File: config.mk
export PLATFORM = sky130hd
export DESIGN_NAME = hazard_scoreboard
export DESIGN_NICKNAME = d
export VERILOG_FILES = /design/src/rtl/hazard_scoreboard.sv
export SDC_FILE = /design/constraint.sdc
export NUM_CORES = 1
export LEC_CHECK = 0
export CAP_MARGIN = 20
export CORE_MARGIN = 2
export CORE_UTILIZATION = 50
export CTS_BUF_LIST = sky130_fd_sc_hd__clkbuf_4 sky130_fd_sc_hd__clkbuf_8
export DETAILED_ROUTE_END_ITERATION = 6
export PLACE_DENSITY = 0.72
export SYNTH_ARGS = -nofsm -noshare
export SYNTH_HDL_FRONTEND = slang
export SYNTH_SLANG_ARGS = --single-unit
File: constraint.sdc
create_clock -name clk -period 2.84 [get_ports clk]
set_clock_uncertainty 0.15 [all_clocks]
set_input_delay 0.284 -clock clk [delete_from_list [all_inputs] [get_ports clk]]
set_output_delay 0.284 -clock clk [all_outputs]
set_load 0.01 [all_outputs]
File: src/rtl/hazard_scoreboard.sv
// Per-register countdown scoreboard gating ID->EX issue.
// Also drives the IF/ID/EX/MEM flush controls and a stall counter.
module hazard_scoreboard #(
  parameter int NREG   = 32,
  parameter int RA_W   = $clog2(NREG),
  parameter int LAT_W  = 3,
  parameter int PERF_W = 32
) (
  input  logic              clk,
  input  logic              reset,
  input  logic              id_valid,
  input  logic [RA_W-1:0]   id_rj,
  input  logic [RA_W-1:0]   id_rk,
  input  logic [RA_W-1:0]   id_rd,
  input  logic              id_use_rj,
  input  logic              id_use_rk,
  input  logic              id_use_rd,
  input  logic              id_early,
  input  logic              id_wen,
  input  logic [RA_W-1:0]   id_wdest,
  input  logic [LAT_W-1:0]  id_lat,
  input  logic              long_done,
  input  logic [RA_W-1:0]   long_done_rd,
  input  logic              pipe_advance,
  input  logic              branch_redirect,
  input  logic              flush_mem,
  input  logic              flush_wb,
  output logic              id_write_en,
  output logic              if_flush,
  output logic              id_flush,
  output logic              ex_flush,
  output logic              mem_flush,
  output logic [PERF_W-1:0] stall_cycles
);

  localparam logic [LAT_W-1:0] LAT_LONG = '1;

  logic [LAT_W-1:0] cnt [NREG];
  logic [NREG-1:0]  lng;

  logic haz_rj;
  logic haz_rk;
  logic haz_rd;
  logic waw;
  logic stall;
  logic flush;
  logic issue;

  // An early consumer reads in ID, one stage before EX forwarding.
  function automatic logic src_haz(
    input logic [RA_W-1:0] r,
    input logic            use_r,
    input logic            early
  );
    logic busy;
    busy = early ? (cnt[r] != '0) : (cnt[r] > LAT_W'(1));
    return use_r && (r != '0) && (lng[r] || busy);
  endfunction

  assign haz_rj = src_haz(id_rj, id_use_rj, id_early);
  assign haz_rk = src_haz(id_rk, id_use_rk, id_early);
  assign haz_rd = src_haz(id_rd, id_use_rd, id_early);
  assign waw    = id_wen && (id_wdest != '0) && lng[id_wdest];
  assign stall  = id_valid && (haz_rj || haz_rk || haz_rd || waw);
  assign flush  = flush_mem || flush_wb;
  assign issue  = id_valid && id_write_en && id_wen &&
                  (id_wdest != '0);

  always_comb begin
    id_write_en = 1'b1;
    if_flush    = 1'b0;
    id_flush    = 1'b0;
    ex_flush    = 1'b0;
    mem_flush   = flush_wb;
    if (reset) begin
      id_write_en = 1'b0;
      if_flush    = 1'b1;
      id_flush    = 1'b1;
      ex_flush    = 1'b1;
      mem_flush   = 1'b1;
    end else if (flush) begin
      id_write_en = 1'b0;
      if_flush    = 1'b1;
      id_flush    = 1'b1;
      ex_flush    = 1'b1;
    end else if (stall) begin
      id_write_en = 1'b0;
      ex_flush    = 1'b1;
    end else begin
      id_flush    = branch_redirect;
    end
  end

  // Priority chain: flush > issue > long_done > countdown.
  always_ff @(posedge clk) begin
    if (reset) begin
      for (int i = 0; i < NREG; i++) cnt[i] <= '0;
      lng          <= '0;
      stall_cycles <= '0;
    end else begin
      for (int i = 1; i < NREG; i++) begin
        if (flush) begin
          cnt[i] <= '0;
          lng[i] <= 1'b0;
        end else if (issue && id_wdest == RA_W'(i)) begin
          if (id_lat == LAT_LONG) begin
            cnt[i] <= '0;
            lng[i] <= 1'b1;
          end else begin
            cnt[i] <= id_lat + LAT_W'(1);
            lng[i] <= 1'b0;
          end
        end else if (long_done && long_done_rd == RA_W'(i)) begin
          cnt[i] <= LAT_W'(1);
          lng[i] <= 1'b0;
        end else if (pipe_advance && !lng[i] && cnt[i] != '0) begin
          cnt[i] <= cnt[i] - LAT_W'(1);
        end
      end
      if (stall && !flush && !(&stall_cycles))
        stall_cycles <= stall_cycles + PERF_W'(1);
    end
  end

endmodule

; Yosys cells after proc, flatten, opt, wreduce, memory -nomap -nowiden
; Memories as Yosys holds them, arrays and structs flattened.
; Cells that the tools add are included.
[op_classes]
addsub = 33
magnitude_cmp = 7
eq_ne = 63
n_mux = 835
bitwise = 155
n_reduce_logical = 249
[op_table]
columns = op, count
row1 = $mux 1, 676
row2 = $mux 3, 155
row3 = $eq 5x5->1 const B, 32
row4 = $or 1x1->1, 155
row5 = $logic_and 1x1->1, 138
row6 = $reduce_bool 3->1, 34
row7 = $sub 3x1->3 const B, 31
row8 = $eq 5x4->1 const B, 16
row9 = $reduce_bool 2->1, 31
row10 = $eq 5x3->1 const B, 8
row11 = $logic_not 1->1, 33
row12 = $add 32x1->32 const B, 1
row13 = $reduce_and 32->1, 1
row14 = $lt 5x6->1 const B, 4
row15 = $bmux 1 s5, 4
row16 = $eq 5x2->1 const B, 4
row17 = $reduce_bool 5->1, 4
row18 = $eq 5x1->1 const B, 2
row19 = $gt 3x1->1 const B, 3
row20 = $logic_or 1x1->1, 7
row21 = $add 3x1->3 const B, 1
row22 = $eq 3x3->1 const B, 1
row23 = $reduce_or 2->1, 1
[totals]
ff_bits = 63
ramBits = 96
input_bits = 41
out_inout_bits = 37
word_cells = 1375
memories = 1
[memory_table]
columns = memory, depth, word_bits, read_ports, rd_clocked_by_memory_dff, wr, line_no
row1 = cnt, 32, 3, 34, 0, 32, 38  ; logic [LAT_W-1:0] cnt [NREG];

; Logic depth before layout (Yosys ltp)
; Gate-level depths: netlist of the first run.
; An unclocked memory read counts as a cell.
[logic_depth]
ltp_word = 24
ltp_mapped = 14
depth_no_buf = 8

; Worst setup path after synthesis of the first run
; Ideal clock, no wire load.
[synth_timing]
path_kind = input port to flip-flop
from = in id_wdest[1]
to = mem cnt[21][0], enable pin
setup_time_ns = 0.305
t_arrival_ns = 2.549
required_time_ns = 2.385
path_slack_ns = -0.164
path_stages = 12
n_path_buf = 4
path_cell_list = clkbuf_1 mux2_2 a2111oi_0 nor3_1 mux2_2 nand2_1 and4_1 buf_6 buf_6 buf_6 nand4_4 nand2_1
[synth_rtl]
columns = item, line_no
row1 = start: declaration, 20  ; input logic [RA_W-1:0] id_wdest,
row2 = end: declaration, 38

==> metrics, run 1 <==
syn nets 1460; TritonCTS clock tree yes; Top delay family on crit path simple AND/OR/NAND/NOR gates; RePlAce Congestion 1.03; Layout area overhead 40.8%; Reg clk slew, reported paths 0.11 ns; Non-Filler Instances 1988; vias in the first global route 13200; Die Outline Area 26100 um^2; crit-path most repeated cell buf_6; filler instances 1615; CTS Buffer Depth 2; GRT Total Usage 36.6%; GRT overflow 0; Tcrit/Tclk final 121%; status finished, violations left; Final min period 3.45 ns; dpl cells 1917; Reg area 4050 um^2; cts bufs inserted 17; Switching Power 2.12 mW; relative slew slack 46.4%; number of antenna-violating nets in the routed design 0; unrepaired setup endpoints after global routing true; fin area 17500 um^2; first-pass GRT wire length 73.3 mm; Max-Cap Viols 0; layout cell share with drive strength beyond 1 34.9%; worst path arrival time 3.01 ns; slowest library cell on the worst path edfxtp_1; Multi-input gate area 8720 um^2; Yosys cell types 68; H-tree Lvls 4; DR iter-0 viols 1676; Starting Density 51.0%; Mapped Avg Cell Area 9.16 um^2; clk sinks 156; CP Max Fanout 3; initial antenna violation count 1; hold depth 3; placed inst area 15200 um^2; largest net degree at the start of global routing 53; Die W 162 um; Syn Inst Count 1354; Worst setup SP type flop; clock root cell clkbuf_8; drt first pass iters 7; Cell Pwr Density 353 nW/um^2; Fin. Hold Viols 0; Yosys warning count 0; overall power 6.16 mW; total negative slack -113.91 ns; post-synthesis sequential area ratio 32.7%; final hold slack 0.247 ns; critical path class flop to primary output; critical hold path startpoint reset; Peak VDD IR 0.000301 V; vias per cell 6.72; part of the power in combinational logic 29.6%; final wirelength 49.4 mm; switch share 34.5%; final setup fails 251; R2R cell count 11; Worst Hold Path EP stall_cycles[2]; DR vias 13400; Clock Latency Late Sink 0.50 ns; port buffer count 77; Synth async-reset ratio 0%; Int Power 4.04 mW; Row Count 57; # DRC 4; WP buf/inv 3; violations in the final reports DRC, setup timing; slowest cell delay on critical path 0.57 ns; Yosys reg bits 156; Worst EP required 2.41 ns; worst reg2reg path startpoint cnt[5][0]; Max Clock Freq 290 MHz; mapped cell area 12400 um^2; Worst Hold Class input port to flop; Setup crit end kind primary output; count of pins over their slew limit 0; LEAKAGE 7.05 nW; DIE HEIGHT 162 um; Slew @ Worst Pin 0.798 ns; R2R setup slack -0.58 ns; core area 24300 um^2; hold buffers post-CTS 0; Setup WS pre-CTS -0.866 ns; nets 1754; HPWL Detailed 33.4 mm; r2r endpoint cnt[23][0]; number of synthesized flops with an enable pin 93; Top-Level Pins 78; top_reg_cell synth edfxtp_1; sequential power share 41.1%; clock power share 29.3%; CP Cell Sequence mux4_2, nand2b_1, a311oi_2, o21ai_1, nand4_1, nand4_1, buf_6, a21oi_4, buf_6, buf_6; drt wl/cell 24.8 um; final setup margin -0.609 ns; Util after Layout 71.8%
==> cells in the final DEF, fill, tap and decap left out, types with 22 or more instances in the layout <==
cell type	instances
mux2i_1	79
nand2_1	75
mux2_4	27
clkdlybuf4s50_1	72
buf_6	31
a211oi_1	28
a21oi_1	22
ha_1	65
dfxtp_1	63
inv_1	104
nand3_1	50
nand2b_1	38
nor2b_1	25
mux2_2	32
mux4_2	35
nor2_1	109
nor4_1	23
buf_4	222
edfxtp_1	93
nor3_1	56
o21ai_0	32
and3_1	35
==> flip-flops by register name, summed over array words and instances (netlist names) <==
| name | cells |
|---|---|
| stall_cycles | 32 |
| cnt | 93 |
| lng | 31 |
==> cell type report <==
class | instances | share of cell area (%)
antenna | 3 | 0.0430
clock buffer | 17 | 1.34
clock inverter | 15 | 1.14
inverter | 108 | 2.41
multi-input combinational | 1004 | 49.9
sequential | 156 | 23.2
tap | 324 | 2.32
timing repair buffer | 361 | 19.6
==> power by group through the flow <==
stage	clock network, mW	logic, mW	registers [mW]
after floorplan	0	0.728	2.55
after global placement	0	1.21	2.57
after detailed placement	0	1.25	2.58
after CTS	1.80	1.68	2.53
after global routing	1.88	1.91	2.54
final	1.80	1.82	2.53
==> synthesized netlist by cell type, types with 13 or more instances <==
master / instances / share of area, %
a211oi_1: 29 / 1.8
a21oi_1: 31 / 1.3
and3_1: 39 / 2.0
buf_2: 13 / 0.52
clkbuf_1: 51 / 1.5
dfxtp_1: 63 / 10
edfxtp_1: 93 / 23
ha_1: 65 / 6.6
inv_1: 105 / 3.2
mux2_2: 58 / 5.3
mux2i_1: 83 / 6.7
mux4_2: 35 / 6.4
nand2_1: 92 / 2.8
nand2b_1: 38 / 1.9
nand3_1: 70 / 2.8
nand4_1: 19 / 0.96
nor2_1: 112 / 3.4
nor2b_1: 25 / 1.3
nor3_1: 76 / 3.1
nor4_1: 28 / 1.4
o21ai_0: 38 / 1.5
o22ai_1: 17 / 0.86
or3_1: 18 / 0.91
==> how the worst max path moves through the flow <==
stage | from | to | slack (ns) | depth (start not counted)
floorplan | id_rd[1] | cnt[14][0] | 0.007 | 11
global placement | id_wdest[0] | id_write_en | -0.83 | 10
detailed placement | id_wdest[0] | id_write_en | -0.87 | 10
CTS | cnt[18][2] | id_write_en | -0.50 | 10
global route | id_rk[2] | id_flush | -0.72 | 12
finish | cnt[5][0] | id_write_en | -0.61 | 10
==> what timing repair did <==
action / in CTS / in global routing
endpoints found under the hold margin: 0 / 0
setup buffers: 13 / 17
pin swaps: 73 / 28
setup endpoints to repair: 251 / 252
gates resized for setup: 199 / 95
cloned: 10 / 0
==> per-layer routing <==
layer  track usage (%)  part of all wire (%)  vias up
li1                  -                     -     5664
met1              45.3                    35     6304
met2              57.1                    45     1107
met3              10.1                    13      282
met4              21.8                   6.9        0
met5                 0                     0        -
==> kinds of logic (layout without fill, tap and decap cells) <==
logic type | Yosys count | after routing | share of synthesized area (%)
buffers and inverters | 194 | 501 | 6.78
AND/OR/NAND/NOR | 576 | 576 | 25.4
AO/OA/AOI/OAI | 186 | 186 | 10.2
other | 0 | 3 | 0
multiplexers | 177 | 177 | 18.4
flip-flops | 156 | 156 | 32.7
adder cells (fa/ha/maj) | 65 | 65 | 6.55
==> tightest hold or removal path, cell delays in order <==
cell,delay [ns]
buf_2,0.11
buf_4,0.30
a21oi_2,0.16
Note: power is estimated with default switching activity, not from simulation.
==> run 2: changes to the inputs <==
- CORE_UTILIZATION: 50 -> 45
- PLACE_DENSITY: 0.72 -> 0.66
==> run 2 against run 1 <==
  * The run ends with setup timing left
  * Sequential power is essentially flat
  * Sequential share of layout area is essentially flat
  * Clock power grew 6%
  * Die area grew 11%
  * Total power grew 0.91%
  * Wire length shrank 4.3%
  * Design area is essentially flat
  * Register-to-register slack gained 0.07 ns
  * Fmax grew 2.4%
  * Largest cell class unchanged
  * Largest power group unchanged
==> metrics, run 2 (synthesis results as in run 1) <==
Fin. Hold Viols 0 (unchanged); Top delay family on crit path simple AND/OR/NAND/NOR gates (unchanged); CTS Buffer Depth 2 (unchanged); worst path arrival time 3.44 ns (was 3.01 ns); GRT overflow 0 (unchanged); port buffer count 77 (unchanged); relative slew slack 44.8% (was 46.4%); DR iter-0 viols 1340 (was 1676); Top Registers cnt (93), stall_cycles (32), lng (31) (unchanged); critical hold path startpoint reset (unchanged); Row Count 60 (was 57); core area 27000 um^2 (was 24300 um^2); filler instances 2141 (was 1615); violations in the final reports setup timing (was DRC, setup timing); commonest non-fill, non-tap cells in the layout buf_4, nor2_1, inv_1 (unchanged); R2R setup slack -0.51 ns (was -0.58 ns); vias per cell 6.30 (was 6.72); number of diodes 0 (was 3); overall power 6.22 mW (was 6.16 mW); final setup margin -0.527 ns (was -0.609 ns); CP Max Fanout 6 (was 3); Worst Hold Path EP stall_cycles[20] (was stall_cycles[2]); cts bufs inserted 17 (unchanged); Max-Cap Viols 0 (unchanged); R2R cell count 12 (was 11); final hold slack 0.237 ns (was 0.247 ns); commonest non-fill, non-tap cell in the layout buf_4 (unchanged); critical path class input port to flop (was flop to primary output); Top-Level Pins 78 (unchanged); r2r endpoint cnt[15][1] (was cnt[23][0]); HPWL Detailed 34.4 mm (was 33.4 mm); Max Clock Freq 297 MHz (was 290 MHz); Worst setup SP type input port (was flop); number of antenna-violating nets in the routed design 0 (unchanged); clk sinks 156 (unchanged); LEAKAGE 7.08 nW (was 7.05 nW); Tcrit/Tclk final 119% (was 121%); DIE HEIGHT 170 um (was 162 um); Worst EP required 2.91 ns (was 2.41 ns); count of pins over their slew limit 0 (unchanged); first-pass GRT wire length 70.1 mm (was 73.3 mm); Reg clk slew, reported paths 0.11 ns (about the same); nets 1753 (was 1754); Peak VDD IR 0.000404 V (was 0.000301 V); drt first pass iters 6 (was 7); largest net degree at the start of global routing 53 (unchanged); H-tree Lvls 4 (unchanged); clock root cell clkbuf_8 (unchanged); TritonCTS clock tree yes (unchanged); Setup crit end kind flop (was primary output); Layout area overhead 40.9% (was 40.8%); Reg area 4060 um^2 (was 4050 um^2); worst reg2reg path startpoint cnt[21][1] (was cnt[5][0]); max reg flops 93 (unchanged); Final min period 3.37 ns (was 3.45 ns); final setup fails 251 (unchanged); WP buf/inv 5 (was 3); Die W 170 um (was 162 um); final wirelength 47.3 mm (was 49.4 mm); Cell Pwr Density 355 nW/um^2 (was 353 nW/um^2); initial antenna violation count 0 (was 1); Clock Latency Late Sink 0.49 ns (was 0.50 ns); RePlAce Congestion 1.00 (was 1.03); layout cell share with drive strength beyond 1 34.9% (about the same); CP Cell Sequence clkdlybuf4s50_1, buf_4, inv_2, mux4_2, and2_1, o21ai_1, nand4_1, and4_4, buf_12, buf_12, and3_4, or4_4 (was mux4_2, nand2b_1, a311oi_2, o21ai_1, nand4_1, nand4_1, buf_6, a21oi_4, buf_6, buf_6); Die Outline Area 28900 um^2 (was 26100 um^2); GRT Total Usage 31.9% (was 36.6%); status finished, violations left (unchanged); # DRC 0 (was 4); Slew @ Worst Pin 0.822 ns (was 0.798 ns); hold buffers post-CTS 0 (unchanged); slowest library cell on the worst path clkdlybuf4s50_1 (was edfxtp_1); Multi-input gate area 8770 um^2 (was 8720 um^2); unrepaired setup endpoints after global routing true (unchanged); hold depth 3 (unchanged); register with the most flip-flops cnt (unchanged); DR vias 12600 (was 13400); Worst Hold Class input port to flop (unchanged); total negative slack -86.58 ns (was -113.91 ns); slowest cell delay on critical path 0.55 ns (was 0.57 ns); crit-path most repeated cell buf_12 (was buf_6); Starting Density 45.9% (was 51.0%); vias in the first global route 12200 (was 13200); drt wl/cell 23.6 um (was 24.8 um)
==> run 2: area by class of cell <==
type	instances	share of cell area [%]
sequential	156	23.2
clock inverter	15	1.12
timing repair buffer	360	19.3
multi-input combinational	1004	50.1
clock buffer	17	1.34
inverter	108	2.40
tap	341	2.44
==> run 2: per-stage QoR <==
step                util [%]  std cells  setup WS (ns)  cell area, um^2
finish                  64.7       2001         -0.527            17500
CTS                     61.1       1974         -0.470            16500
global placement        56.4       1929         -0.921            15200
detailed placement      56.4       1929         -0.977            15200
floorplan                  -       1354        0.00702            12500
global route            64.7       2001         -0.572            17500
==> run 2: worst max-delay path by stage <==
stage	start	cells past startpoint	slack (ns)	endpoint
floorplan	id_rd[1]	11	0.007	cnt[14][0]
global placement	id_rd[1]	12	-0.92	cnt[31][1]
detailed placement	id_rd[1]	12	-0.98	cnt[31][2]
CTS	cnt[18][2]	13	-0.47	cnt[15][1]
global route	cnt[21][2]	11	-0.57	ex_flush
finish	id_rk[0]	12	-0.53	cnt[15][1]
==> run 2: worst min-delay path, delay by kind of cell <==
family,cells,cell delay [ns]
buf+inv,2,0.39
compound gates,1,0.16
==> run 2: metal layers <==
layer	vias to the layer above	track usage [%]	share of wire [%]
li1	5668	-	-
met4	2	13.3	4.9
met3	141	5.81	9.5
met5	-	0	0.049
met2	749	51.7	46
met1	6047	42.0	39
==> run 2: what timing repair did <==
action | CTS | global route
cloned | 1 | 7
setup endpoints to repair | 251 | 252
resized for setup | 158 | 144
pin swaps | 35 | 67
setup buffers | 13 | 22
==> run 2: power breakdown <==
| part | internal [mW] | switching (mW) | leakage, nW | total (mW) |
|---|---|---|---|---|
| Sequential | 2.46 | 0.0707 | 1.60 | 2.53 |
| Combinational | 0.854 | 0.915 | 5.27 | 1.77 |
| Clock | 0.835 | 1.08 | 0.218 | 1.91 |
| Total | 4.15 | 2.06 | 7.08 | 6.22 |
